==> src/rtl/if_fetch_pkg.sv <==
// Shared types and constants for the instruction fetch stage.
// Holds the reset PC, NOP encoding, FSM states and FIFO entry layout.
package if_fetch_pkg;

  localparam logic [63:0] RESET_PC = 64'h0000_0000_8000_0000;
  localparam logic [31:0] INST_NOP = 32'h0000_0013;

  typedef logic [31:0] inst_t;
  typedef logic [63:0] inst_addr_t;

  typedef enum logic [1:0] {
    S_REQ  = 2'd0,
    S_WAIT = 2'd1,
    S_DROP = 2'd2
  } fetch_state_e;

  typedef struct packed {
    inst_addr_t pc;
    inst_t      inst;
  } fifo_entry_t;

endpackage

==> src/rtl/if_fetch_inst_fifo.sv <==
// Two-entry instruction buffer of {pc, inst} with push/pop/flush.
// Ports: clk, rst, flush_i, push_i, push_data_i, pop_i, head_o, count_o, empty_o.
module if_inst_fifo
  import if_fetch_pkg::*;
(
  input  logic        clk,
  input  logic        rst,
  input  logic        flush_i,
  input  logic        push_i,
  input  fifo_entry_t push_data_i,
  input  logic        pop_i,
  output fifo_entry_t head_o,
  output logic [1:0]  count_o,
  output logic        empty_o
);

  fifo_entry_t mem_q [2];
  logic        wr_q, wr_d;
  logic        rd_q, rd_d;
  logic [1:0]  cnt_q, cnt_d;
  logic        full;
  logic        push_ok;
  logic        pop_ok;

  assign full    = (cnt_q == 2'd2);
  assign empty_o = (cnt_q == 2'd0);
  assign count_o = cnt_q;
  assign head_o  = mem_q[rd_q];

  // Push into a full buffer is only allowed when a pop frees a slot.
  assign pop_ok  = pop_i && !empty_o;
  assign push_ok = push_i && (!full || pop_ok);

  always_comb begin
    wr_d  = wr_q;
    rd_d  = rd_q;
    cnt_d = cnt_q;
    if (flush_i) begin
      wr_d  = 1'b0;
      rd_d  = 1'b0;
      cnt_d = 2'd0;
    end else begin
      if (push_ok) wr_d = ~wr_q;
      if (pop_ok)  rd_d = ~rd_q;
      unique case ({push_ok, pop_ok})
        2'b10:   cnt_d = cnt_q + 2'd1;
        2'b01:   cnt_d = cnt_q - 2'd1;
        default: cnt_d = cnt_q;
      endcase
    end
  end

  always_ff @(posedge clk) begin
    if (rst) begin
      wr_q  <= 1'b0;
      rd_q  <= 1'b0;
      cnt_q <= 2'd0;
    end else begin
      wr_q  <= wr_d;
      rd_q  <= rd_d;
      cnt_q <= cnt_d;
    end
  end

  always_ff @(posedge clk) begin
    if (push_ok && !flush_i) mem_q[wr_q] <= push_data_i;
  end

endmodule

==> src/rtl/if_fetch.sv <==
// Instruction fetch stage: owns the PC, one outstanding request, 2-entry buffer.
// Ports: clk/rst, EX redirect, ID hold, ifetch req/rsp handshake, inst head to ID.
module if_fetch
  import if_fetch_pkg::*;
#(
  parameter logic [63:0] RESET_PC   = 64'h0000_0000_8000_0000,
  parameter int unsigned FIFO_DEPTH = 2
) (
  input  logic        clk,
  input  logic        rst,
  input  logic        jump_flag_i,
  input  logic [63:0] jump_addr_i,
  input  logic        hold_flag_i,
  output logic        ifetch_req_valid_o,
  input  logic        ifetch_req_ready_i,
  output logic [63:0] ifetch_addr_o,
  input  logic        ifetch_rsp_valid_i,
  input  logic [31:0] ifetch_rsp_data_i,
  output logic [31:0] inst_o,
  output logic [63:0] inst_addr_o,
  output logic        inst_valid_o
);

  localparam logic [1:0] DEPTH = 2'(FIFO_DEPTH);

  fetch_state_e state_q, state_d;
  logic [63:0]  pc_q, pc_d;
  logic [63:0]  req_pc_q, req_pc_d;

  fifo_entry_t  head;
  fifo_entry_t  push_data;
  logic [1:0]   count;
  logic         empty;
  logic         pop;
  logic         push;
  logic         credit;
  logic         accept;
  logic [63:0]  jump_tgt;
  logic         unused_jump_lsb;

  assign unused_jump_lsb = ^jump_addr_i[1:0];
  assign jump_tgt        = {jump_addr_i[63:2], 2'b00};

  assign pop    = !empty && !hold_flag_i && !jump_flag_i;
  // In S_REQ nothing is outstanding, so credit is just buffer room
  // after this cycle's pop.
  assign credit = (count < DEPTH) || pop;
  assign accept = ifetch_req_valid_o && ifetch_req_ready_i;
  assign push   = (state_q == S_WAIT) && ifetch_rsp_valid_i && !jump_flag_i;

  assign ifetch_req_valid_o = !rst && (state_q == S_REQ) && credit;
  assign ifetch_addr_o      = rst ? RESET_PC : pc_q;

  assign push_data = '{pc: req_pc_q, inst: ifetch_rsp_data_i};

  always_comb begin
    state_d  = state_q;
    pc_d     = pc_q;
    req_pc_d = req_pc_q;
    if (accept) begin
      req_pc_d = pc_q;
      pc_d     = pc_q + 64'd4;
    end
    if (jump_flag_i) pc_d = jump_tgt;
    unique case (state_q)
      S_REQ: begin
        if (accept) state_d = jump_flag_i ? S_DROP : S_WAIT;
      end
      S_WAIT: begin
        if (ifetch_rsp_valid_i) state_d = S_REQ;
        else if (jump_flag_i)   state_d = S_DROP;
      end
      S_DROP: begin
        if (ifetch_rsp_valid_i) state_d = S_REQ;
      end
      default: state_d = S_REQ;
    endcase
  end

  always_ff @(posedge clk) begin
    if (rst) begin
      state_q  <= S_REQ;
      pc_q     <= RESET_PC;
      req_pc_q <= RESET_PC;
    end else begin
      state_q  <= state_d;
      pc_q     <= pc_d;
      req_pc_q <= req_pc_d;
    end
  end

  if_inst_fifo u_fifo (
    .clk         (clk),
    .rst         (rst),
    .flush_i     (jump_flag_i),
    .push_i      (push),
    .push_data_i (push_data),
    .pop_i       (pop),
    .head_o      (head),
    .count_o     (count),
    .empty_o     (empty)
  );

  assign inst_valid_o = !empty;
  assign inst_o       = empty ? INST_NOP : head.inst;
  assign inst_addr_o  = empty ? 64'd0 : head.pc;

endmodule

==> config.mk <==
export PLATFORM = sky130hd
export DESIGN_NAME = if_fetch
export DESIGN_NICKNAME = d
export VERILOG_FILES = /design/src/rtl/if_fetch_pkg.sv /design/src/rtl/if_fetch_inst_fifo.sv /design/src/rtl/if_fetch.sv
export SDC_FILE = /design/constraint.sdc
export NUM_CORES = 1
export LEC_CHECK = 0
export BUFFER_PORTS_ARGS = -buffer_cell sky130_fd_sc_hd__buf_2
export CORE_MARGIN = 4
export CORE_UTILIZATION = 50
export DETAILED_ROUTE_END_ITERATION = 6
export PLACE_DENSITY_LB_ADDON = 0.3
export SYNTH_ARGS = -nofsm -noshare
export SYNTH_HDL_FRONTEND = slang
export SYNTH_SLANG_ARGS = --single-unit
export TNS_END_PERCENT = 1
==> constraint.sdc <==
create_clock -name clk -period 6.32 [get_ports clk]
set_input_delay 1.264 -clock clk [delete_from_list [all_inputs] [get_ports clk]]
set_output_delay 1.264 -clock clk [all_outputs]
set_load 0.02 [all_outputs]
# Word-level counts from Yosys, hierarchy flattened
# Memories as Yosys holds them, arrays and structs flattened. A register that Yosys moved wholly into a read port is not among the register bits.
# Cells that the tools add are included.
# op_classes
n_bitwise	2
n_mux	16
eq_ne	8
n_addsub	3
n_lt_le_gt_ge	1
n_reduce_logical	23
# ops
op	count
64-bit 2-to-1 mux	4
64-bit by 3-bit adder with 64-bit output (second input constant)	1
32-bit 2-to-1 mux	1
1-bit logical AND	10
2-bit 2-to-1 mux	5
2-bit equality test (second input constant)	3
2-bit case mux with 3 select lines	1
1-bit zero test	5
2-bit by 1-bit equality test with 1-bit output (second input constant)	2
2-bit zero test	2
1-bit 2-to-1 mux	4
2-bit != test (second input constant)	2
2-bit case mux with 2 select lines	1
2-bit nonzero test	2
3-bit != test (second input constant)	1
3-bit AND reduction	1
2-bit by 1-bit adder with 2-bit output (second input constant)	1
1-bit logical OR	2
2-bit < comparator (second input constant)	1
1-bit inverter	2
2-bit OR reduction	1
2-bit by 1-bit subtractor with 2-bit output (second input constant)	1
# totals
elab_cells	61
output_inout_bits	162
mem_bits_rw	192
n_memories	1
input_bits	102
register_bits	134
# memory_table
memory	depth	word_bits	read_ports	rd_ports_with_merged_regs	write_ports	line	source
u_fifo.mem_q	2	96	1	1	1	if_fetch_inst_fifo.sv:17	fifo_entry_t mem_q [2];

# Longest topological paths before layout
# Gate-level depths: netlist (run 1).
# depth
depth_word	10
depth_mapped	9

# Cells and area by module
# Synthesis (run 1) repeated with hierarchy kept, for this count alone.
# hier_totals
hier_cells	1305
hier_area_um2	14566.5
# by_module_without_submodules
module	area_each_um2	cells_per_inst	n_inst
if_inst_fifo	7339.5	327	1
if_fetch	7226.9	978	1

# Least setup slack after synthesis (run 1)
# No wires, ideal clock.
# synth_timing
path_type	input to register
startpoint	in jump_flag_i
endpoint	mem u_fifo.mem_q[0][0] (netlist bit) (enable)
setup_time_ns	0.548
path_stages	4
required_time_ns	5.772
path_slack_ns	0.029
n_path_buf	1
arrival_time_ns	5.743
path_cell_list	clkbuf_1 nor3_1 o21ai_0 nor2_1
# synth_between
elab_chain_len	8
# synth_lines
element	line	source
start, declared	if_fetch.sv:11	input logic jump_flag_i,
1-bit zero test *	if_fetch_inst_fifo.sv:66, if_fetch.sv:44, if_fetch.sv:49	
1-bit logical AND	if_fetch.sv:44	assign pop = !empty && !hold_flag_i && !jump_flag_i;
1-bit logical AND	if_fetch_inst_fifo.sv:31	assign pop_ok = pop_i && !empty_o;
1-bit logical OR	if_fetch_inst_fifo.sv:32	assign push_ok = push_i && (!full || pop_ok);
1-bit logical AND	if_fetch_inst_fifo.sv:32	
1-bit logical AND *	if_fetch_inst_fifo.sv:66	if (push_ok && !flush_i) mem_q[wr_q] <= push_data_i;
1-bit 2-to-1 mux *	if_fetch_inst_fifo.sv:66	
1-bit 2-to-1 mux (implied by the code) *	if_fetch_inst_fifo.sv:66	
end, declared	if_fetch_inst_fifo.sv:17	
# Every way passes the cells marked *; elsewhere a longest branch is shown, timed or not.

# Worst setup path in the final report (run 1)
# layout_timing
startpoint	reg u_fifo.cnt_q[0] (netlist: u_fifo.count_o[0])
endpoint	out inst_o[4]
# layout_between
elab_chain_len	2
# layout_lines
element	line	source
start, declared	if_fetch_inst_fifo.sv:20	logic [1:0] cnt_q, cnt_d;
start signal, assigned	if_fetch_inst_fifo.sv:61	cnt_q <= cnt_d;
2-bit zero test	if_fetch_inst_fifo.sv:26	assign empty_o = (cnt_q == 2'd0);
32-bit 2-to-1 mux	if_fetch.sv:105	assign inst_o = empty ? INST_NOP : head.inst;
end, declared	if_fetch.sv:19	output logic [31:0] inst_o,
# No other way between the ends.

==> impl_results.rst, run 1 <==
.. list-table::
   :header-rows: 1

   * - Metric
     - Value
   * - Worst setup path class
     - register to primary output
   * - Via density
     - between 5 and 6
   * - Library cell occupying the most area in the post-synthesis netlist
     - sky130_fd_sc_hd__edfxtp_1
   * - Number of placed I/O pins
     - 264
   * - Number of antenna violations at the first check in global routing
     - 4
   * - Synthesized cell area
     - 13500 um2
   * - Crit Reg-Reg Startpoint
     - pc_q[2]$_SDFFE_PP0P_
   * - Peak Freq
     - 251 MHz
   * - Maximum count of clock buffers along a single path
     - 3
   * - Maximum capacitance violations
     - 0
   * - Ys Warns
     - 0
   * - Hold slack final
     - 0.437 ns
   * - Flip-flop and latch count after synthesis
     - 319
   * - Unrepaired setup endpoints after global routing
     - no
   * - Die Area
     - ~30000 um2
   * - Area of the core region
     - 26400 um2
   * - R2R setup slack
     - ~3.2 ns
   * - Setup-failing EPs final
     - 0
   * - Share of total power in sequential cells
     - 0.525
   * - Number of rows created at floorplan
     - between 50 and 60
   * - Largest clock skew in the final design
     - 0.0217 ns
   * - Final clock period utilization by the worst path
     - 0.631
   * - Die Span X
     - between 150 and 200 um
   * - Clock Sinks
     - ~320
   * - Post-cts gate resize count
     - 0
   * - CTS Root Buffer Type
     - sky130_fd_sc_hd__clkbuf_16
   * - Min-Delay Endpoint
     - u_fifo.mem_q[0][94]$_DFFE_PP_
   * - Reported net switching power
     - 0.968 mW
   * - Largest vdd supply drop
     - 0.222 mV
   * - Power per unit of standard cell area
     - approximately 270 nW/um2
   * - Buf+Inv Stages, Crit Path
     - 3
   * - Commonest non-fill, non-tap cell in the layout
     - sky130_fd_sc_hd__buf_2
   * - Count of buffers from port buffering
     - approximately 260
   * - Count of placed standard cells including taps
     - ~1800
   * - Max Slew Vio Count
     - 0
   * - Clock power frac
     - 0.420
   * - Minimum setup slack after placement
     - 2.16 ns
   * - Final-layout setup total negative slack
     - 0 ns
   * - Power after layout
     - 4.37 mW
   * - Internal Power
     - 3.40 mW
   * - Number of design rule violations left after detail routing
     - 0
   * - Worst path slowest cell
     - sky130_fd_sc_hd__buf_4
   * - Origin of the worst min-delay path
     - req_pc_q[62]$_SDFFE_PP0P_
   * - Final critical-path setup slack
     - 2.33 ns
   * - Hold Vio Cnt, Final
     - 0
   * - Top library cells by usage in the layout, fill and taps aside
     - sky130_fd_sc_hd__buf_2 (256), sky130_fd_sc_hd__edfxtp_1 (188), sky130_fd_sc_hd__nand2_1 (175)
   * - Via Count
     - 9894
   * - Power share of the combinational group
     - 0.055
   * - Worst R2R Path Depth
     - 5
   * - Switching portion of total power
     - 0.222
   * - Clock transition at the register clock pins on the worst setup and hold paths after CTS
     - 0.06 ns
   * - DRT Pass-1 Iters
     - 5
   * - Number of library cell types mapped by synthesis
     - 51
   * - Maximum fanout along the worst path
     - 61
   * - Worst Setup End Kind
     - primary output
   * - Classification of the worst-slack hold path
     - register to register
   * - TritonCTS clock tree
     - yes
   * - Hpwl dp
     - 22000 um
   * - Global-route wire length before repair
     - 50900 um
   * - Hold Path Cell Cnt
     - 0
   * - Slew at the pin closest to its max-slew limit
     - 1.00 ns
   * - Routed wire length per instance
     - 18.5 um
   * - CTS H-tree depth
     - 2
   * - Number of enable-type register cells in the synthesized netlist
     - approximately 190
   * - # Post-CTS Setup Buffers
     - 0
   * - GRT overflow
     - 0
   * - Die Ht
     - 172 um
   * - CP startpoint kind
     - register
   * - Run status
     - complete, no violations
   * - Violation count after the first detailed-route iteration
     - 697
   * - Required time of the critical path
     - 5.06 ns
   * - Global placer's final weighted congestion
     - 0.828
   * - Gr usage total
     - 0.217
   * - Data arrival time of the worst path
     - 2.72 ns
   * - Detailed Route WL
     - 33500 um
   * - Cell count after synthesis
     - 1230
   * - Mean instance size in the synthesized netlist
     - between 10 and 15 um2
   * - Antenna-violating nets left
     - 0
   * - Min Tclk post-route
     - approximately 4 ns
   * - Ranking of synthesized cells by area
     - sky130_fd_sc_hd__edfxtp_1 (42%), sky130_fd_sc_hd__dfxtp_1 (19%), sky130_fd_sc_hd__mux2i_1 (7.6%)
   * - End of the worst register-to-register path
     - pc_q[46]$_SDFFE_PP0P_
   * - Remaining max-slew budget at the tightest pin
     - 0.325
   * - Nets
     - around 1600
   * - Top flip-flop cell by instance count after synthesis
     - sky130_fd_sc_hd__edfxtp_1
   * - Synth top area share
     - 0.418
   * - Cell Count, Final, Fillers Out
     - 1812
   * - Starting utilization of the core area
     - 0.513
   * - Clock insertion delay at the later pin of the skew report
     - 0.51 ns
   * - Leak Pwr
     - just under 6 nW
   * - Fraction of layout instances using a drive strength above 1
     - 0.231
   * - Syn-to-layout area delta
     - 19.0%
   * - Hold buffer count at CTS
     - 0
   * - Maximum number of pins on one net before global-route repair
     - 98
   * - Sequential share of the synthesized area
     - 0.612
   * - Largest delay share family, worst path
     - buffers and inverters
   * - ANT cells
     - 0
   * - Vias in the first global route
     - roughly 9600
   * - FFs w/ async S/R, synth
     - 0
   * - TritonCTS Buffers
     - 34
   * - Worst path max stage delay
     - 0.70 ns
   * - Chain of cells forming the critical path
     - nor2_4 > buf_4 > inv_1 > nand2_1 > buf_2
## through the flow
stage	area, um2	utilization
after global placement	15000	0.570
final	16100	0.610
after CTS	16100	0.610
after floorplan	13500	-
after detailed placement	15000	0.570
after global routing	16100	0.610
## state kept, by name (all words and copies together), names as in the netlist, named ones only
register and cells:
u_fifo.count_o 2, state_q 2, u_fifo.wr_q 1, u_fifo.rd_q 1, req_pc_q 62, u_fifo.mem_q 188
pc_q 62
## synthesized netlist by cell type (all sizes together), types with 4 or more instances
master  instances
nor4           19
xnor2          39
dfxtp         131
nand3          26
edfxtp        188
or2             5
mux2i         103
a211oi         28
or3             6
nor4b           4
and4            8
buf            27
o21ai          11
xor2           17
inv            10
a311oi          6
nand4          21
nor2b          56
clkbuf         58
nor2          158
nand2         175
a21oi          79
nor3           20
and3           13
or4             5
## worst reg2reg max path, stage by stage (launching register included)
cell and delay (ns):
sky130_fd_sc_hd__dfxtp_1 0.54, sky130_fd_sc_hd__ha_1 0.31, sky130_fd_sc_hd__nand3_1 0.44, sky130_fd_sc_hd__or4_1 0.90, sky130_fd_sc_hd__or4_1 0.58, sky130_fd_sc_hd__a311oi_1 0.26
## logic make-up (layout without fill, tap and decap cells)
| kind of cell | Yosys count | in the layout | share of synthesized area |
|---|---|---|---|
| other cells | 1 | 4 | 0.000278 |
| simple gates | 518 | 518 | 0.183 |
| flops | 319 | 319 | 0.612 |
| buf+inv | 96 | 340 | 0.0296 |
| mux | 103 | 103 | 0.0763 |
| compound gates | 135 | 135 | 0.0600 |
| xor+xnor | 56 | 56 | 0.0363 |
| fa+ha+maj | 2 | 2 | 0.00185 |
## per-layer routing
metal,wire length [um],share of wire,global-route usage
met3,2470,0.074,0.0418
met1,14300,0.43,0.292
met5,51,0.0015,0
met4,712,0.021,0.0560
met2,16000,0.48,0.364
## how the worst max path moves through the flow
stage,from,end,slack [ns],cells after the start
3_5_place_dp,jump_flag_i,pc_q[33]$_SDFFE_PP0P_,2.16,7
4_1_cts,u_fifo.count_o[0]$_SDFFE_PP0P_,inst_o[4],2.27,5
3_3_place_gp,jump_flag_i,pc_q[61]$_SDFFE_PP0P_,2.24,8
5_1_grt,u_fifo.count_o[0]$_SDFFE_PP0P_,inst_o[4],2.09,5
6_report,u_fifo.count_o[0]$_SDFFE_PP0P_,inst_o[4],2.33,5
2_1_floorplan,jump_flag_i,u_fifo.mem_q[0][0]$_DFFE_PP_,0.03,4
## cell type report
cell class	count	area, um2
clock inverters	9	57.6
repair buffers	268	1410
fillers	2198	10300
clock buffers	52	978
multi-input cells	818	4890
well taps	335	419
flip-flops and latches	319	8270
inverters	11	42.5
## power by group through the flow
stage / Sequential (mW) / Combinational, mW / Clock (mW)
after floorplan: 2.31 / 0.155 / 0
after global routing: 2.30 / 0.261 / 1.97
final: 2.29 / 0.239 / 1.84
after global placement: 2.33 / 0.235 / 0
after CTS: 2.29 / 0.241 / 1.88
after detailed placement: 2.33 / 0.239 / 0
Power figures use the tool's default switching activity.
==> run 2: changes to the inputs <==
Clock period 6.32 ns to 3.3 ns, I/O delays scaled along.
==> run 2 against run 1 <==
  * Critical path depth decreased by 1
  * Hold slack got worse by 0.099 ns
  * Routed wire length up 1.7%
  * Largest cell class unchanged
==> impl_results.rst, run 2 (synthesis results as in run 1) <==
.. list-table::
   :header-rows: 1

   * - Metric
     - Value
   * - Run status
     - complete, no violations (unchanged)
   * - Hold Vio Cnt, Final
     - 0 (unchanged)
   * - Final critical-path setup slack
     - 0.450 ns (was 2.33 ns)
   * - Leak Pwr
     - 5.90 nW (was 5.78 nW)
   * - Number of design rule violations left after detail routing
     - 0 (unchanged)
   * - CTS H-tree depth
     - 2 (unchanged)
   * - Setup-failing EPs final
     - 0 (unchanged)
   * - Largest vdd supply drop
     - 0.389 mV (was 0.222 mV)
   * - Area of the core region
     - 26400 um2 (unchanged)
   * - Classification of the worst-slack hold path
     - input port to register (was register to register)
   * - Crit path launch
     - u_fifo.count_o[0]$_SDFFE_PP0P_ (unchanged)
   * - Count of buffers from port buffering
     - 257 (unchanged)
   * - Maximum fanout along the worst path
     - 38 (was 61)
   * - Antenna-violating nets left
     - 0 (unchanged)
   * - Worst R2R Path Depth
     - 5 (unchanged)
   * - Clock transition at the register clock pins on the worst setup and hold paths after CTS
     - 0.06 ns (about the same)
   * - Via density
     - 5.43 (was 5.46)
   * - Syn-to-layout area delta
     - 20.6% (was 19.0%)
   * - Die Ht
     - 172 um (unchanged)
   * - Max Slew Vio Count
     - 0 (unchanged)
   * - Hpwl dp
     - 22500 um (was 22000 um)
   * - Slew at the pin closest to its max-slew limit
     - 0.876 ns (was 1.00 ns)
   * - Remaining max-slew budget at the tightest pin
     - 0.410 (was 0.325)
   * - Post-cts gate resize count
     - 0 (unchanged)
   * - Final design instance area without fill
     - 16300 um2 (was 16100 um2)
   * - # Post-CTS Setup Buffers
     - 0 (unchanged)
   * - DRT Pass-1 Iters
     - 4 (was 5)
   * - Maximum count of clock buffers along a single path
     - 3 (unchanged)
   * - Gr usage total
     - 0.220 (was 0.217)
   * - Regs by FF count
     - u_fifo.mem_q (188), pc_q (62), req_pc_q (62) (unchanged)
   * - TritonCTS clock tree
     - yes (unchanged)
   * - Die Area
     - 29700 um2 (unchanged)
   * - Routed wire length per instance
     - 18.6 um (was 18.5 um)
   * - Worst setup path class
     - register to primary output (unchanged)
   * - Starting utilization of the core area
     - 0.513 (unchanged)
   * - Number of rows created at floorplan
     - 59 (unchanged)
   * - Min Tclk post-route
     - 2.85 ns
   * - Count of placed standard cells including taps
     - 1771 (was 1751)
   * - Top library cells by usage in the layout, fill and taps aside
     - sky130_fd_sc_hd__buf_2 (256), sky130_fd_sc_hd__edfxtp_1 (188), sky130_fd_sc_hd__nand2_1 (175) (unchanged)
   * - Nets
     - 1577 (was 1556)
   * - Register ranked first by flip-flop count
     - u_fifo.mem_q (unchanged)
   * - Crit Reg-Reg Startpoint
     - pc_q[22]$_SDFFE_PP0P_ (was pc_q[2]$_SDFFE_PP0P_)
   * - CTS Root Buffer Type
     - sky130_fd_sc_hd__clkbuf_16 (unchanged)
   * - Maximum number of pins on one net before global-route repair
     - 187 (was 98)
   * - Hold slack final
     - 0.338 ns (was 0.437 ns)
   * - Via Count
     - 9968 (was 9894)
   * - R2R setup slack
     - 0.58 ns (was 3.23 ns)
   * - End of the worst register-to-register path
     - pc_q[46]$_SDFFE_PP0P_ (unchanged)
   * - Minimum setup slack after placement
     - 0.227 ns (was 2.16 ns)
   * - Peak Freq
     - 351 MHz
   * - Hold buffer count at CTS
     - 0 (unchanged)
   * - Data arrival time of the worst path
     - 2.19 ns (was 2.72 ns)
   * - Commonest non-fill, non-tap cell in the layout
     - sky130_fd_sc_hd__buf_2 (unchanged)
   * - Worst Setup End Kind
     - primary output (unchanged)
   * - Global-route wire length before repair
     - 51400 um (was 50900 um)
   * - Power per unit of standard cell area
     - 523 nW/um2 (was 272 nW/um2)
   * - Capture point of the worst path
     - inst_addr_o[27] (was inst_o[4])
   * - Required time of the critical path
     - 2.64 ns (was 5.06 ns)
   * - Clock Sinks
     - 319 (unchanged)
   * - Fraction of layout instances using a drive strength above 1
     - 0.241 (was 0.231)
   * - Post-Route Utilization
     - 0.618 (was 0.610)
   * - Final clock period utilization by the worst path
     - 0.864
   * - ANT cells
     - 0 (unchanged)
   * - Unrepaired setup endpoints after global routing
     - no (unchanged)
   * - TritonCTS Buffers
     - 35 (was 34)
   * - CP startpoint kind
     - register (unchanged)
   * - Number of placed I/O pins
     - 264 (unchanged)
   * - Global placer's final weighted congestion
     - 0.829 (was 0.828)
   * - Violation count after the first detailed-route iteration
     - 815 (was 697)
   * - Number of antenna violations at the first check in global routing
     - 2 (was 4)
   * - Clock insertion delay at the later pin of the skew report
     - 0.51 ns (about the same)
   * - Largest clock skew in the final design
     - 0.0138 ns (was 0.0217 ns)
   * - Hold Path Cell Cnt
     - 1 (was 0)
   * - Cell Count, Final, Fillers Out
     - 1835 (was 1812)
   * - Die Span X
     - 172 um (unchanged)
   * - GRT overflow
     - 0 (unchanged)
   * - Dpl cell area
     - 15200 um2 (was 15000 um2)
   * - Maximum capacitance violations
     - 0 (unchanged)
   * - Flip-flop count of the largest register after layout
     - 188 (unchanged)
   * - Vias in the first global route
     - 9579 (was 9565)
   * - Origin of the worst min-delay path
     - ifetch_rsp_data_i[1] (was req_pc_q[62]$_SDFFE_PP0P_)
   * - Detailed Route WL
     - 34000 um (was 33500 um)
-- run 2: cell count changes in the layout (fill, tap and decap cells not counted), sizes merged --
| cell | delta |
|---|---|
| inv | +2 |
| bufinv | +1 |
| buf | +20 |
| clkinvlp | -1 |
| clkinv | +2 |
| clkbuf | -1 |
-- run 2: worst min-delay path by stage --
| stage | end | slack [ns] |
|---|---|---|
| after floorplan | u_fifo.mem_q[0][63]$_DFFE_PP_ | 0.42 |
| after global placement | u_fifo.mem_q[1][63]$_DFFE_PP_ | 0.43 |
| after detailed placement | u_fifo.mem_q[0][87]$_DFFE_PP_ | 0.44 |
| after CTS | u_fifo.mem_q[1][13]$_DFFE_PP_ | 0.32 |
| after global routing | u_fifo.mem_q[0][20]$_DFFE_PP_ | 0.32 |
| final | u_fifo.mem_q[1][1]$_DFFE_PP_ | 0.34 |
-- run 2: worst max-delay path: stages, from the launching register on --
cell,delay (ns)
sky130_fd_sc_hd__dfxtp_1,0.37
sky130_fd_sc_hd__nor2_4,0.53
sky130_fd_sc_hd__buf_4,0.49
sky130_fd_sc_hd__nor2_1,0.11
sky130_fd_sc_hd__buf_2,0.18
-- run 2: layer usage --
metal | share of wire | track usage | vias up | wire [um]
met5 | 0.00062 | 0 | - | 21
met3 | 0.069 | 0.0405 | 50 | 2350
met4 | 0.017 | 0.0547 | 4 | 578
met1 | 0.45 | 0.312 | 4754 | 15200
met2 | 0.47 | 0.352 | 347 | 15900
li1 | - | - | 4813 | -
-- run 2: power by group --
group          internal (mW)  switching (mW)  total (mW)  leakage (nW)
Combinational          0.185           0.300       0.485          2.67
Clock                   2.14            1.50        3.65         0.527
Sequential              4.28           0.101        4.38          2.71
-- run 2: final cells by class --
cell class                      count  area [um2]
Tap cell                          335         419
Multi-Input combinational cell    818        4890
Sequential cell                   319        8270
Timing Repair Buffer              288        1590
Fill cell                        2149       10100
Clock buffer                       51         976
Clock inverter                     13         104
Inverter                           11        42.5
-- run 2: metrics by stage --
stage	total power, mW	TNS (ns)
floorplan	4.73	-157.94
global placement	4.93	0
detailed placement	4.95	0
CTS	8.57	0
global route	8.81	0
finish	8.51	0
